<file path="src/rtl/datapath_controller_if.sv">
// Purpose: request/control bundle between an instruction source and the datapath sequencer.
// Latency: none (wires only).
// Backpressure: the requester raises s; the controller accepts it only while w=1.
//
// Signals:
//   s, in       requester -> controller: start request and 16-bit instruction word
//   w, illegal  controller -> requester: idle/done flag and unsupported-instruction pulse
//   datapath_in, vsel, writenum, write, readnum, loada, loadb,
//   shift, asel, bsel, ALUop, loadc, loads
//               controller -> datapath: per-cycle control strobes
interface datapath_controller_if;
    logic        s;
    logic [15:0] in;
    logic        w;
    logic        illegal;
    logic [15:0] datapath_in;
    logic        vsel;
    logic [2:0]  writenum;
    logic        write;
    logic [2:0]  readnum;
    logic        loada;
    logic        loadb;
    logic [1:0]  shift;
    logic        asel;
    logic        bsel;
    logic [1:0]  ALUop;
    logic        loadc;
    logic        loads;

    // Requester / observer side (instruction source plus datapath taps).
    modport master (
        output s, in,
        input  w, illegal, datapath_in, vsel, writenum, write, readnum,
               loada, loadb, shift, asel, bsel, ALUop, loadc, loads
    );

    // Controller side.
    modport slave (
        input  s, in,
        output w, illegal, datapath_in, vsel, writenum, write, readnum,
               loada, loadb, shift, asel, bsel, ALUop, loadc, loads
    );
endinterface

</file>
<file path="src/rtl/datapath_controller.sv">
// Purpose: Simple RISC Machine sequencer; latches one instruction and steps the datapath strobes.
// Latency: busy 2 cycles (MOV imm), 4 (MOV reg, MVN, CMP), 5 (ADD, AND) from the accepting edge.
// Backpressure: w=0 while busy; s is ignored until w returns to 1, and IR holds its value.
//
// Ports:
//   clk    rising-edge clock
//   reset  synchronous, active-high; returns to WAIT with IR cleared, aborting any instruction
//   bus    datapath_controller_if.slave: s/in in, w/illegal/control strobes out
//
// Instruction fields: opcode[15:13] op[12:11] Rn[10:8] Rd[7:5] sh[4:3] Rm[2:0] imm8[7:0]
module datapath_controller (
    input  logic                  clk,
    input  logic                  reset,
    datapath_controller_if.slave  bus
);

    typedef enum logic [2:0] {
        S_WAIT   = 3'd0,
        S_DECODE = 3'd1,
        S_WIMM   = 3'd2,
        S_GETA   = 3'd3,
        S_GETB   = 3'd4,
        S_EXEC   = 3'd5,
        S_WB     = 3'd6
    } state_t;

    state_t      state_q, state_d;
    logic [15:0] ir_q, ir_d;

    // Instruction fields.
    logic [2:0] opcode;
    logic [1:0] op;
    logic [2:0] rn, rd, rm;
    logic [1:0] sh;

    assign opcode = ir_q[15:13];
    assign op     = ir_q[12:11];
    assign rn     = ir_q[10:8];
    assign rd     = ir_q[7:5];
    assign sh     = ir_q[4:3];
    assign rm     = ir_q[2:0];

    // Instruction classes.
    logic is_mov_imm, is_mov_reg, is_alu, is_mvn, is_cmp;

    assign is_mov_imm = (opcode == 3'b110) && (op == 2'b10);
    assign is_mov_reg = (opcode == 3'b110) && (op == 2'b00);
    assign is_alu     = (opcode == 3'b101);
    assign is_mvn     = is_alu && (op == 2'b11);
    assign is_cmp     = is_alu && (op == 2'b01);

    // Output next values (pure function of state_q and ir_q).
    logic       w_d, illegal_d, vsel_d, write_d, loada_d, loadb_d;
    logic       asel_d, bsel_d, loadc_d, loads_d;
    logic [2:0] writenum_d, readnum_d;
    logic [1:0] shift_d, aluop_d;

    always_ff @(posedge clk) begin
        if (reset) begin
            state_q <= S_WAIT;
            ir_q    <= 16'h0000;
        end else begin
            state_q <= state_d;
            ir_q    <= ir_d;
        end
    end

    always_comb begin
        state_d    = state_q;
        ir_d       = ir_q;
        w_d        = 1'b0;
        illegal_d  = 1'b0;
        vsel_d     = 1'b0;
        writenum_d = 3'b000;
        write_d    = 1'b0;
        readnum_d  = 3'b000;
        loada_d    = 1'b0;
        loadb_d    = 1'b0;
        shift_d    = 2'b00;
        asel_d     = 1'b0;
        bsel_d     = 1'b0;
        aluop_d    = 2'b00;
        loadc_d    = 1'b0;
        loads_d    = 1'b0;

        unique case (state_q)
            S_WAIT: begin
                w_d = 1'b1;
                // s only steers the transition; no output looks at it.
                if (bus.s) begin
                    ir_d    = bus.in;
                    state_d = S_DECODE;
                end
            end

            S_DECODE: begin
                if (is_mov_imm) begin
                    state_d = S_WIMM;
                end else if (is_mov_reg || is_mvn) begin
                    // Single-operand forms skip the A read.
                    state_d = S_GETB;
                end else if (is_alu) begin
                    state_d = S_GETA;
                end else begin
                    illegal_d = 1'b1;
                    state_d   = S_WAIT;
                end
            end

            S_WIMM: begin
                vsel_d     = 1'b1;
                writenum_d = rn;
                write_d    = 1'b1;
                state_d    = S_WAIT;
            end

            S_GETA: begin
                readnum_d = rn;
                loada_d   = 1'b1;
                state_d   = S_GETB;
            end

            S_GETB: begin
                readnum_d = rm;
                loadb_d   = 1'b1;
                shift_d   = sh;
                state_d   = S_EXEC;
            end

            S_EXEC: begin
                shift_d = sh;
                bsel_d  = 1'b0;
                // MOV-reg runs as 0 + shifted Rm; MVN ignores A, so zero it too.
                asel_d  = is_mov_reg || is_mvn;
                aluop_d = is_mov_reg ? 2'b00 : op;
                if (is_cmp) begin
                    loads_d = 1'b1;
                    state_d = S_WAIT;
                end else begin
                    loadc_d = 1'b1;
                    state_d = S_WB;
                end
            end

            S_WB: begin
                vsel_d     = 1'b0;
                writenum_d = rd;
                write_d    = 1'b1;
                state_d    = S_WAIT;
            end

            default: begin
                state_d = S_WAIT;
            end
        endcase
    end

    assign bus.w           = w_d;
    assign bus.illegal     = illegal_d;
    assign bus.datapath_in = {{8{ir_q[7]}}, ir_q[7:0]};
    assign bus.vsel        = vsel_d;
    assign bus.writenum    = writenum_d;
    assign bus.write       = write_d;
    assign bus.readnum     = readnum_d;
    assign bus.loada       = loada_d;
    assign bus.loadb       = loadb_d;
    assign bus.shift       = shift_d;
    assign bus.asel        = asel_d;
    assign bus.bsel        = bsel_d;
    assign bus.ALUop       = aluop_d;
    assign bus.loadc       = loadc_d;
    assign bus.loads       = loads_d;

endmodule

</file>
<file path="src/flat_wrapper.sv">
// flat-port wrapper written by rule: the top's interface ports become plain ports
module datapath_controller_flat 
  (clk, reset, bus_s, bus_in, bus_w, bus_illegal, bus_datapath_in, bus_vsel, bus_writenum, bus_write, bus_readnum, bus_loada, bus_loadb, bus_shift, bus_asel, bus_bsel, bus_ALUop, bus_loadc, bus_loads);
  datapath_controller_if bus_i ();
  input  logic clk;
  input  logic reset;
  input wire logic [$bits(bus_i.s)-1:0] bus_s;
  input wire logic [$bits(bus_i.in)-1:0] bus_in;
  output wire logic [$bits(bus_i.w)-1:0] bus_w;
  output wire logic [$bits(bus_i.illegal)-1:0] bus_illegal;
  output wire logic [$bits(bus_i.datapath_in)-1:0] bus_datapath_in;
  output wire logic [$bits(bus_i.vsel)-1:0] bus_vsel;
  output wire logic [$bits(bus_i.writenum)-1:0] bus_writenum;
  output wire logic [$bits(bus_i.write)-1:0] bus_write;
  output wire logic [$bits(bus_i.readnum)-1:0] bus_readnum;
  output wire logic [$bits(bus_i.loada)-1:0] bus_loada;
  output wire logic [$bits(bus_i.loadb)-1:0] bus_loadb;
  output wire logic [$bits(bus_i.shift)-1:0] bus_shift;
  output wire logic [$bits(bus_i.asel)-1:0] bus_asel;
  output wire logic [$bits(bus_i.bsel)-1:0] bus_bsel;
  output wire logic [$bits(bus_i.ALUop)-1:0] bus_ALUop;
  output wire logic [$bits(bus_i.loadc)-1:0] bus_loadc;
  output wire logic [$bits(bus_i.loads)-1:0] bus_loads;
  assign bus_i.s = bus_s;
  assign bus_i.in = bus_in;
  assign bus_w = bus_i.w;
  assign bus_illegal = bus_i.illegal;
  assign bus_datapath_in = bus_i.datapath_in;
  assign bus_vsel = bus_i.vsel;
  assign bus_writenum = bus_i.writenum;
  assign bus_write = bus_i.write;
  assign bus_readnum = bus_i.readnum;
  assign bus_loada = bus_i.loada;
  assign bus_loadb = bus_i.loadb;
  assign bus_shift = bus_i.shift;
  assign bus_asel = bus_i.asel;
  assign bus_bsel = bus_i.bsel;
  assign bus_ALUop = bus_i.ALUop;
  assign bus_loadc = bus_i.loadc;
  assign bus_loads = bus_i.loads;
  datapath_controller u_core (.clk(clk), .reset(reset), .bus(bus_i));
endmodule
</file>
<file path="config.mk">
export PLATFORM = sky130hd
export DESIGN_NAME = datapath_controller_flat
export DESIGN_NICKNAME = d
export VERILOG_FILES = /design/src/rtl/datapath_controller_if.sv /design/src/rtl/datapath_controller.sv /design/src/flat_wrapper.sv
export SDC_FILE = /design/constraint.sdc
export NUM_CORES = 1
export LEC_CHECK = 0
export BUFFER_PORTS_ARGS = -buffer_cell sky130_fd_sc_hd__buf_4
export CORE_MARGIN = 2
export CORE_UTILIZATION = 48
export DETAILED_ROUTE_END_ITERATION = 8
export PLACE_DENSITY = 0.83
export SKIP_LAST_GASP = 1
export SLEW_MARGIN = 5
export SYNTH_ARGS = -nofsm -noshare
export SYNTH_HDL_FRONTEND = slang
export SYNTH_SLANG_ARGS = --single-unit
export TNS_END_PERCENT = 5
</file>
<file path="constraint.sdc">
create_clock -name clk -period 2.3 [get_ports clk]
set_clock_uncertainty 0.1 [all_clocks]
set_input_delay 0.46 -clock clk [delete_from_list [all_inputs] [get_ports clk]]
set_output_delay 0.46 -clock clk [all_outputs]
set_load 0.01 [all_outputs]
</file>
==> results.yml, run 1 <==
drt:
  num_vias: 1042
  drtAntennaViolNets: 0
  routed_wl_mm: 2.57
  route.detailed.drc: 0
  first_pass_iters: 4
  wire_per_inst_um: 12.6
  avgViaCountPerCell: 5.08
  drtIter0Drc: 24
synth:
  ys_seq_area_share_pct: 34.1
  synth_top_area_share_pct: 34.1
  ys_ff_latch: 19
  yosysMostFrequentCell: "nand2_1"
  yosys.area_share.adder_pct: 0
  synth_area_leaders: "dfxtp_1, buf_4, nand2_1, a21oi_1, mux2i_1"
  syn_inst: 144
  synthMuxAreaShare_pct: 2.69
  synth_top_family_by_area: "simple AND/OR/NAND/NOR gates"
  syn_avg_cell_area_um2: 7.75
  ys.flop_type: "dfxtp_1"
  syn_nets: 163
  yosys_warnings: 0
  synth-edff-count: 0
  ys_async_sr_fraction_pct: 0
  ys_top_cells_by_count: "nand2_1, dfxtp_1, a21oi_1, buf_4, nor2_1"
  yosysUniqueCellTypes: 33
  synth_top_area_cell: "dfxtp_1"
  synth-compound-area-share_pct: 17.3
  synthSimpleGateAreaFrac_pct: 29.6
  synth_xor_area_share_pct: 0
  synth_area_um2: 1120
setup_path:
  worst-setup-path-type: "reg2out"
  crit_fanout: 12
  arrival_ns: 1.61
  r2r_start: "u_core.state_q[2]$_SDFFE_PP0P_"
  ff2ff_path_depth: 3
  r2r-end: "u_core.ir_q[9]$_SDFFE_PP0P_"
  worst_ep_required_time_ns: 1.74
  r2r_slack_ns: 0.62
  start_kind: "register"
  end_kind: "output port"
layout:
  multiInputGateArea_um2: 557
  num-fill-cells: 200
  diodes: 0
  layout.nets: 197
  drive_above_1_share_pct: 34.5
  area_delta_synth_final_pct: 26.8
  seq_area_um2: 383
clock_tree:
  clock_path_buffers: 2
  cts_resized: 0
  clock_latency_ns: 0.30
  post-cts-setup-buffer-count: 0
  cts_made_buffers: 3
  path_clk_slew_ns: 0.12
  cts_hold_repair.buffers: 0
  cts_htree_levels: 1
  cts_tree: "done"
  cts_sinks: 19
  cts_root_buf: "clkbuf_4"
sta:
  setup_tns_ns: 0
  fin_ws_ns: 0.134
  post-route-min-period_ns: 2.17
  finalSetupViolCount: 0
  period_share_pct: 94.2
  whs_ns: 0.286
  slew_violations: 0
  hold_viol_final: 0
  fmax_ghz: 0.462
  grt_setup_unrepaired: "no"
worst_hold_path:
  hold_class: "in2reg"
  worstHoldStart: "bus_in[2]"
  holdPathEnd: "u_core.ir_q[2]$_SDFFE_PP0P_"
  whs_path_depth: 3
die:
  num_io_pins: 55
  die_area_um2: 2730
  coreArea_um2: 2210
  die_h_um: 52.2
  initial_core_util_pct: 50.5
  rows: 17
  dieWidth_um: 52.2
place:
  io_buffers: 53
  place_hpwl_mm: 1.96
  pre_cts_ws_ns: 0.365
  gp_congestion: 0.801
global_routing:
  antenna_found_initial: 0
  grt_pass1_wl_mm: 3.93
  grtUsageMet2_pct: 34.4
  met1_usage_pct: 23.9
  gr-total-overflow: 0
  use_met3_pct: 5.14
  grt_pass1_vias: 897
  busiest_layer: "met2"
  grt_use_total_pct: 19.5
  grt_start_max_net_pins: 21
outcome:
  status: "finished, final reports clean"
run:
  maxCapViolCount: 0
power:
  p_leak_uw: 0.000645
  vdd_drop_max_mv: 0.489
  p_per_area_nw_per_um2: 479
-- worst max path at each step --
| stage | start | depth (start not counted) | endpoint | slack (ns) |
|---|---|---|---|---|
| floorplan | u_core.state_q[0]$_SDFFE_PP0P_ | 4 | bus_readnum[0] | 0.57 |
| CTS | u_core.state_q[0]$_SDFFE_PP0P_ | 4 | bus_readnum[1] | 0.03 |
| detailed placement | u_core.state_q[2]$_SDFFE_PP0P_ | 4 | bus_readnum[1] | 0.37 |
| finish | u_core.state_q[1]$_SDFFE_PP0P_ | 4 | bus_readnum[1] | 0.13 |
| global route | u_core.state_q[1]$_SDFFE_PP0P_ | 4 | bus_readnum[1] | 0.01 |
| global placement | u_core.state_q[2]$_SDFFE_PP0P_ | 4 | bus_readnum[1] | 0.48 |
-- flip-flops by register name, summed over array words and instances (netlist names) --
register / count
u_core.state_q: 3
u_core.ir_q: 16
-- stage by stage --
step	power [uW]	util, %	instances	cell area (um2)
6_report	678	64.0	205	1420
5_1_grt	716	64.0	205	1420
4_1_cts	683	63.9	205	1410
3_5_place_dp	512	62.6	201	1390
3_3_place_gp	507	62.6	201	1390
2_1_floorplan	469	-	144	1120
-- cells in the final DEF, fill, tap and decap left out, types with 2 or more instances in the layout --
cell,count
nor3_1,2
o21ai_0,2
dfxtp_2,2
inv_1,2
mux2i_1,3
and2_1,4
clkbuf_4,3
nand3b_1,3
and3_1,2
buf_4,54
a22o_1,3
a211oi_1,2
nand2_1,34
nand2b_1,4
o21a_1,2
nor2_1,6
a21oi_1,17
dfxtp_1,17
-- power by group --
group          leakage, uW  switching [uW]  total, uW  internal (uW)
Sequential        0.000157            24.7        373            349
Clock            0.0000177             111        176           64.9
Combinational     0.000470            60.3        129           68.9
Total             0.000645             196        678            482
-- cells by family (layout without fill, tap and decap cells) --
group                  after synthesis  in the layout
and+or+nand+nor                     63             63
other                                1              1
AOI/OAI and AO/OA                   31             31
DFF                                 19             19
muxes                                3              3
buffers and inverters               27             60
-- routing by layer --
| layer | vias up | wire length, um |
|---|---|---|
| li1 | 534 | - |
| met4 | 0 | 14 |
| met5 | - | 0 |
| met1 | 470 | 1070 |
| met2 | 36 | 1340 |
| met3 | 2 | 149 |
-- worst max-delay path, cell delays in order (launching register included) --
cell and delay (ns):
dfxtp_1 0.58, nor2_1 0.10, and2_1 0.22, a22o_1 0.26
buf_4 0.15
-- area by class of cell --
type | instances | area share [%]
Inverter | 2 | 0.531
Clock inverter | 1 | 0.354
Tap cell | 28 | 2.48
Clock buffer | 3 | 1.59
Sequential cell | 19 | 27.1
Multi-Input combinational cell | 98 | 39.3
Timing Repair Buffer | 54 | 28.6
Note: power is estimated with default switching activity, not from simulation.
==> inputs of run 2 (changes only) <==
- CORE_UTILIZATION: 48 -> 51
- CTS_BUF_LIST: default -> sky130_fd_sc_hd__clkbuf_4
- PLACE_DENSITY: 0.83 -> 0.88
- clock period: 2.3 -> 2.6 ns (I/O delays scaled with it)
==> results.yml, run 2 (synthesis gave the netlist of run 1 again) <==
setup_path:
  arrival_ns: 1.70
  crit_path_top_delay_cell: "dfxtp_1"
  start_kind: "register"
  crit_fanout: 14
  worst_ep_required_time_ns: 1.98
  worst-setup-path-type: "reg2out"
  r2r-end: "u_core.ir_q[8]$_SDFFE_PP0P_"
  r2r_start: "u_core.state_q[2]$_SDFFE_PP0P_"
  ff2ff_path_depth: 3
  crit_path_end: "bus_readnum[2]"
  critPathLaunch: "u_core.state_q[2]$_SDFFE_PP0P_"
  path_cells: "nor2b_1 -> and2_1 -> a22o_1 -> buf_4"
  cp_num_buf_inv: 1
  end_kind: "output port"
  worst-path-stages: 4
  crit_family: "flip-flops"
  cpPeakStageDelay_ns: 0.67
  r2r_slack_ns: 0.78
drt:
  first_pass_iters: 4
  drtAntennaViolNets: 0
  num_vias: 1078
  drtIter0Drc: 17
  avgViaCountPerCell: 5.28
  routed_wl_mm: 2.63
  wire_per_inst_um: 12.9
  route.detailed.drc: 0
layout:
  final_cell_mix: "buf_4, nand2_1, dfxtp_1"
  area_delta_synth_final_pct: 26.7
  diodes: 0
  reg_top3: "u_core.ir_q x16, u_core.state_q x3"
  drive_above_1_share_pct: 33.3
  mostFrequentLayoutCell: "buf_4"
  num-fill-cells: 159
  fin_area_um2: 1410
  largest_reg_flops: 16
  layout.nets: 197
  top_register: "u_core.ir_q"
sta:
  setup_tns_ns: 0
  finalSetupViolCount: 0
  hold_viol_final: 0
  slew_headroom_pct: 63.8
  period_share_pct: 89.1
  slew_violations: 0
  tightestPinTransition_ns: 0.543
  fmax_ghz: 0.432
  post-route-min-period_ns: 2.32
  grt_setup_unrepaired: "no"
global_routing:
  grt_pass1_wl_mm: 4.28
  grt_pass1_vias: 965
  grt_use_total_pct: 22.0
  antenna_found_initial: 0
  grt_start_max_net_pins: 21
  gr-total-overflow: 0
clock_tree:
  path_clk_slew_ns: 0.11
  cts_made_buffers: 3
  cts_hold_repair.buffers: 0
  cts_resized: 0
  cts_tree: "done"
  post-cts-setup-buffer-count: 0
  cts_sinks: 19
  cts_htree_levels: 1
  clock_path_buffers: 2
  cts_root_buf: "clkbuf_4"
  clock_latency_ns: 0.30
die:
  rows: 16
  coreArea_um2: 2020
  die_area_um2: 2580
  dieWidth_um: 50.8
  num_io_pins: 55
  initial_core_util_pct: 55.2
  die_h_um: 50.8
worst_hold_path:
  hold_class: "in2reg"
power:
  p_leak_uw: 0.000645
  vdd_drop_max_mv: 0.302
  p_per_area_nw_per_um2: 431
place:
  io_buffers: 53
  place_hpwl_mm: 1.92
  place_area_um2: 1380
  gp_congestion: 0.781
outcome:
  status: "finished, final reports clean"
run:
  maxCapViolCount: 0
## run 2: cell count changes in the layout (fill, tap and decap cells not counted)
cell | previous run | this run
clkinv_2 | 1 | 0
clkbuf_4 | 3 | 4
dfxtp_1 | 17 | 19
dfxtp_2 | 2 | 0
## run 2: worst min-delay path by stage
stage / from / end / slack (ns) / depth (start not counted)
floorplan: u_core.ir_q[3]$_SDFFE_PP0P_ / u_core.ir_q[3]$_SDFFE_PP0P_ / 0.35 / 2
global placement: u_core.ir_q[3]$_SDFFE_PP0P_ / u_core.ir_q[3]$_SDFFE_PP0P_ / 0.36 / 2
detailed placement: u_core.ir_q[3]$_SDFFE_PP0P_ / u_core.ir_q[3]$_SDFFE_PP0P_ / 0.36 / 2
CTS: bus_in[13] / u_core.ir_q[13]$_SDFFE_PP0P_ / 0.35 / 3
global route: bus_in[15] / u_core.ir_q[15]$_SDFFE_PP0P_ / 0.35 / 3
finish: bus_in[1] / u_core.ir_q[1]$_SDFFE_PP0P_ / 0.35 / 3
## run 2: power breakdown
part	internal [uW]	total, uW	switching [uW]
combinational	61.0	116	55.2
sequential	308	330	21.8
clock	70.4	164	93.6
total	439	610	171
## run 2: cell type report
cell class | instances | area [um2] | area share [%]
multi-input combinational | 98 | 557 | 39.4
timing repair buffer | 54 | 405 | 28.7
sequential | 19 | 380 | 26.9
tap | 27 | 33.8 | 2.39
clock buffer | 4 | 30.0 | 2.12
inverter | 2 | 7.51 | 0.531
## run 2: metrics by stage
step                setup slack (ns)  cells  util (%)  total power, uW  hold slack, ns
floorplan                      0.812    144         -              415           0.345
finish                         0.284    204      69.9              610           0.351
global placement               0.730    200      68.4              448           0.358
detailed placement             0.643    200      68.4              453           0.363
global route                   0.159    204      69.9              641           0.350
CTS                            0.296    204      69.9              616           0.346
## run 2: per-layer routing
layer | up-vias | global-route usage, % | share of wire (%) | wire (um)
met1 | 498 | 24.9 | 40 | 1040
met4 | 0 | 11.7 | 2.1 | 54
li1 | 535 | - | - | -
met2 | 40 | 38.8 | 53 | 1390
met5 | - | 0 | 0 | 0
met3 | 5 | 4.17 | 5.1 | 135
## run 2: tightest hold or removal path: stages
cell     delay [ns]
buf_4          0.11
nand2_1        0.04
a21oi_1        0.05
==> inputs of run 3 (changes only) <==
- CORE_UTILIZATION: 51 -> 47
- PLACE_DENSITY: 0.88 -> 0.82
- SLEW_MARGIN: 5 -> 15
- clock period: 2.6 -> 2.46 ns (I/O delays scaled with it)
==> results.yml, run 3 (synthesis gave the netlist of run 1 again) <==
outcome:
  status: "finished, final reports clean"
setup_path:
  crit_fanout: 14
  crit_family: "flip-flops"
  worst-setup-path-type: "reg2out"
  arrival_ns: 1.71
  worst_ep_required_time_ns: 1.87
  critPathLaunch: "u_core.state_q[2]$_SDFFE_PP0P_"
  start_kind: "register"
  ff2ff_path_depth: 3
  worst-path-stages: 4
  crit_path_top_delay_cell: "dfxtp_1"
  r2r_slack_ns: 0.66
  r2r-end: "u_core.ir_q[1]$_SDFFE_PP0P_"
  end_kind: "output port"
  path_cells: "nor2b_1 -> and2_1 -> a22o_1 -> buf_4"
  r2r_start: "u_core.state_q[2]$_SDFFE_PP0P_"
  cp_num_buf_inv: 1
  crit_path_end: "bus_readnum[1]"
  cpPeakStageDelay_ns: 0.67
layout:
  fin_util_pct: 63.4
  area_delta_synth_final_pct: 26.8
  layout.nets: 197
  drive_above_1_share_pct: 33.3
  num-fill-cells: 201
  fin_area_um2: 1420
  largest_reg_flops: 16
  multiInputGateArea_um2: 557
  diodes: 0
  seq_area_um2: 380
  final_cell_mix: "buf_4, nand2_1, dfxtp_1"
  reg_top3: "u_core.ir_q x16, u_core.state_q x3"
  top_register: "u_core.ir_q"
  mostFrequentLayoutCell: "buf_4"
die:
  num_io_pins: 55
  dieWidth_um: 52.7
  rows: 17
  initial_core_util_pct: 50.0
  coreArea_um2: 2230
  die_h_um: 52.7
  die_area_um2: 2780
clock_tree:
  post-cts-setup-buffer-count: 0
  cts_made_buffers: 3
  cts_hold_repair.buffers: 0
  clock_latency_ns: 0.30
  cts_tree: "done"
  cts_resized: 0
  cts_root_buf: "clkbuf_4"
  clock_path_buffers: 2
  cts_htree_levels: 1
  cts_sinks: 19
  path_clk_slew_ns: 0.11
power:
  combPwrFrac_pct: 18.9
  p_sw_share_pct: 27.7
  p_per_area_nw_per_um2: 454
  vdd_drop_max_mv: 0.313
  clkPwrFrac_pct: 26.7
  p_total_uw: 642
  p_int_uw: 464
  p_leak_uw: 0.000645
  switchingPower_uw: 178
  p_seq_share_pct: 54.3
sta:
  finalSetupViolCount: 0
  post-route-min-period_ns: 2.30
  fmax_ghz: 0.435
  tightestPinTransition_ns: 0.535
  slew_headroom_pct: 64.3
  hold_viol_final: 0
  fin_ws_ns: 0.161
  slew_violations: 0
  period_share_pct: 93.5
  grt_setup_unrepaired: "no"
  setup_tns_ns: 0
global_routing:
  antenna_found_initial: 0
  gr-total-overflow: 0
  grt_use_total_pct: 19.7
  grt_start_max_net_pins: 21
  grt_pass1_wl_mm: 4.05
  grt_pass1_vias: 887
drt:
  routed_wl_mm: 2.59
  route.detailed.drc: 0
  avgViaCountPerCell: 5.23
  num_vias: 1073
  drtAntennaViolNets: 0
  drtIter0Drc: 16
  wire_per_inst_um: 12.6
  first_pass_iters: 4
place:
  place_area_um2: 1390
  io_buffers: 53
  gp_congestion: 0.805
  pre_cts_ws_ns: 0.495
  place_hpwl_mm: 1.99
run:
  maxCapViolCount: 0
worst_hold_path:
  hold_class: "in2reg"
## run 3: cell counts in the layout (fill, tap and decap cells not counted)
Identical to the previous run, type by type.
## run 3: metal layers
metal,global-route usage [%],up-vias,wire [um]
met5,0,-,0
li1,-,535,-
met1,25.0,497,1070
met4,6.41,0,29
met3,3.43,5,136
met2,33.5,36,1350
## run 3: worst min-delay path, delay by kind of cell
family / cells / cell delay (ns)
AO/OA/AOI/OAI: 1 / 0.05
buffers and inverters: 1 / 0.11
AND/OR/NAND/NOR: 1 / 0.04
## run 3: area by class of cell
type                    count  area share (%)
multi-input cells          98            39.3
repair buffers             54            28.6
flip-flops and latches     19            26.9
well taps                  28            2.48
clock buffers               4            2.12
inverters                   2           0.531
## run 3: worst min path at each step
stage                           startpoint                           end  slack [ns]  depth (start not counted)
6_report                         bus_in[6]   u_core.ir_q[6]$_SDFFE_PP0P_        0.33                          3
3_3_place_gp   u_core.ir_q[2]$_SDFFE_PP0P_   u_core.ir_q[2]$_SDFFE_PP0P_        0.36                          2
3_5_place_dp   u_core.ir_q[4]$_SDFFE_PP0P_   u_core.ir_q[4]$_SDFFE_PP0P_        0.37                          2
5_1_grt                         bus_in[10]  u_core.ir_q[10]$_SDFFE_PP0P_        0.32                          3
2_1_floorplan  u_core.ir_q[3]$_SDFFE_PP0P_   u_core.ir_q[3]$_SDFFE_PP0P_        0.35                          2
4_1_cts                         bus_in[13]  u_core.ir_q[13]$_SDFFE_PP0P_        0.33                          3
## run 3: stage by stage
step | hold slack (ns) | instances
final | 0.327 | 205
after global routing | 0.320 | 205
after CTS | 0.326 | 205
after detailed placement | 0.368 | 201
after global placement | 0.360 | 201
after floorplan | 0.345 | 144
## run 3: power groups by stage
stage	combinational (uW)	sequential [uW]	clock (uW)
4_1_cts	123	349	174
3_5_place_dp	123	356	0
3_3_place_gp	120	354	0
6_report	122	349	172
2_1_floorplan	91.8	347	0
5_1_grt	136	352	188
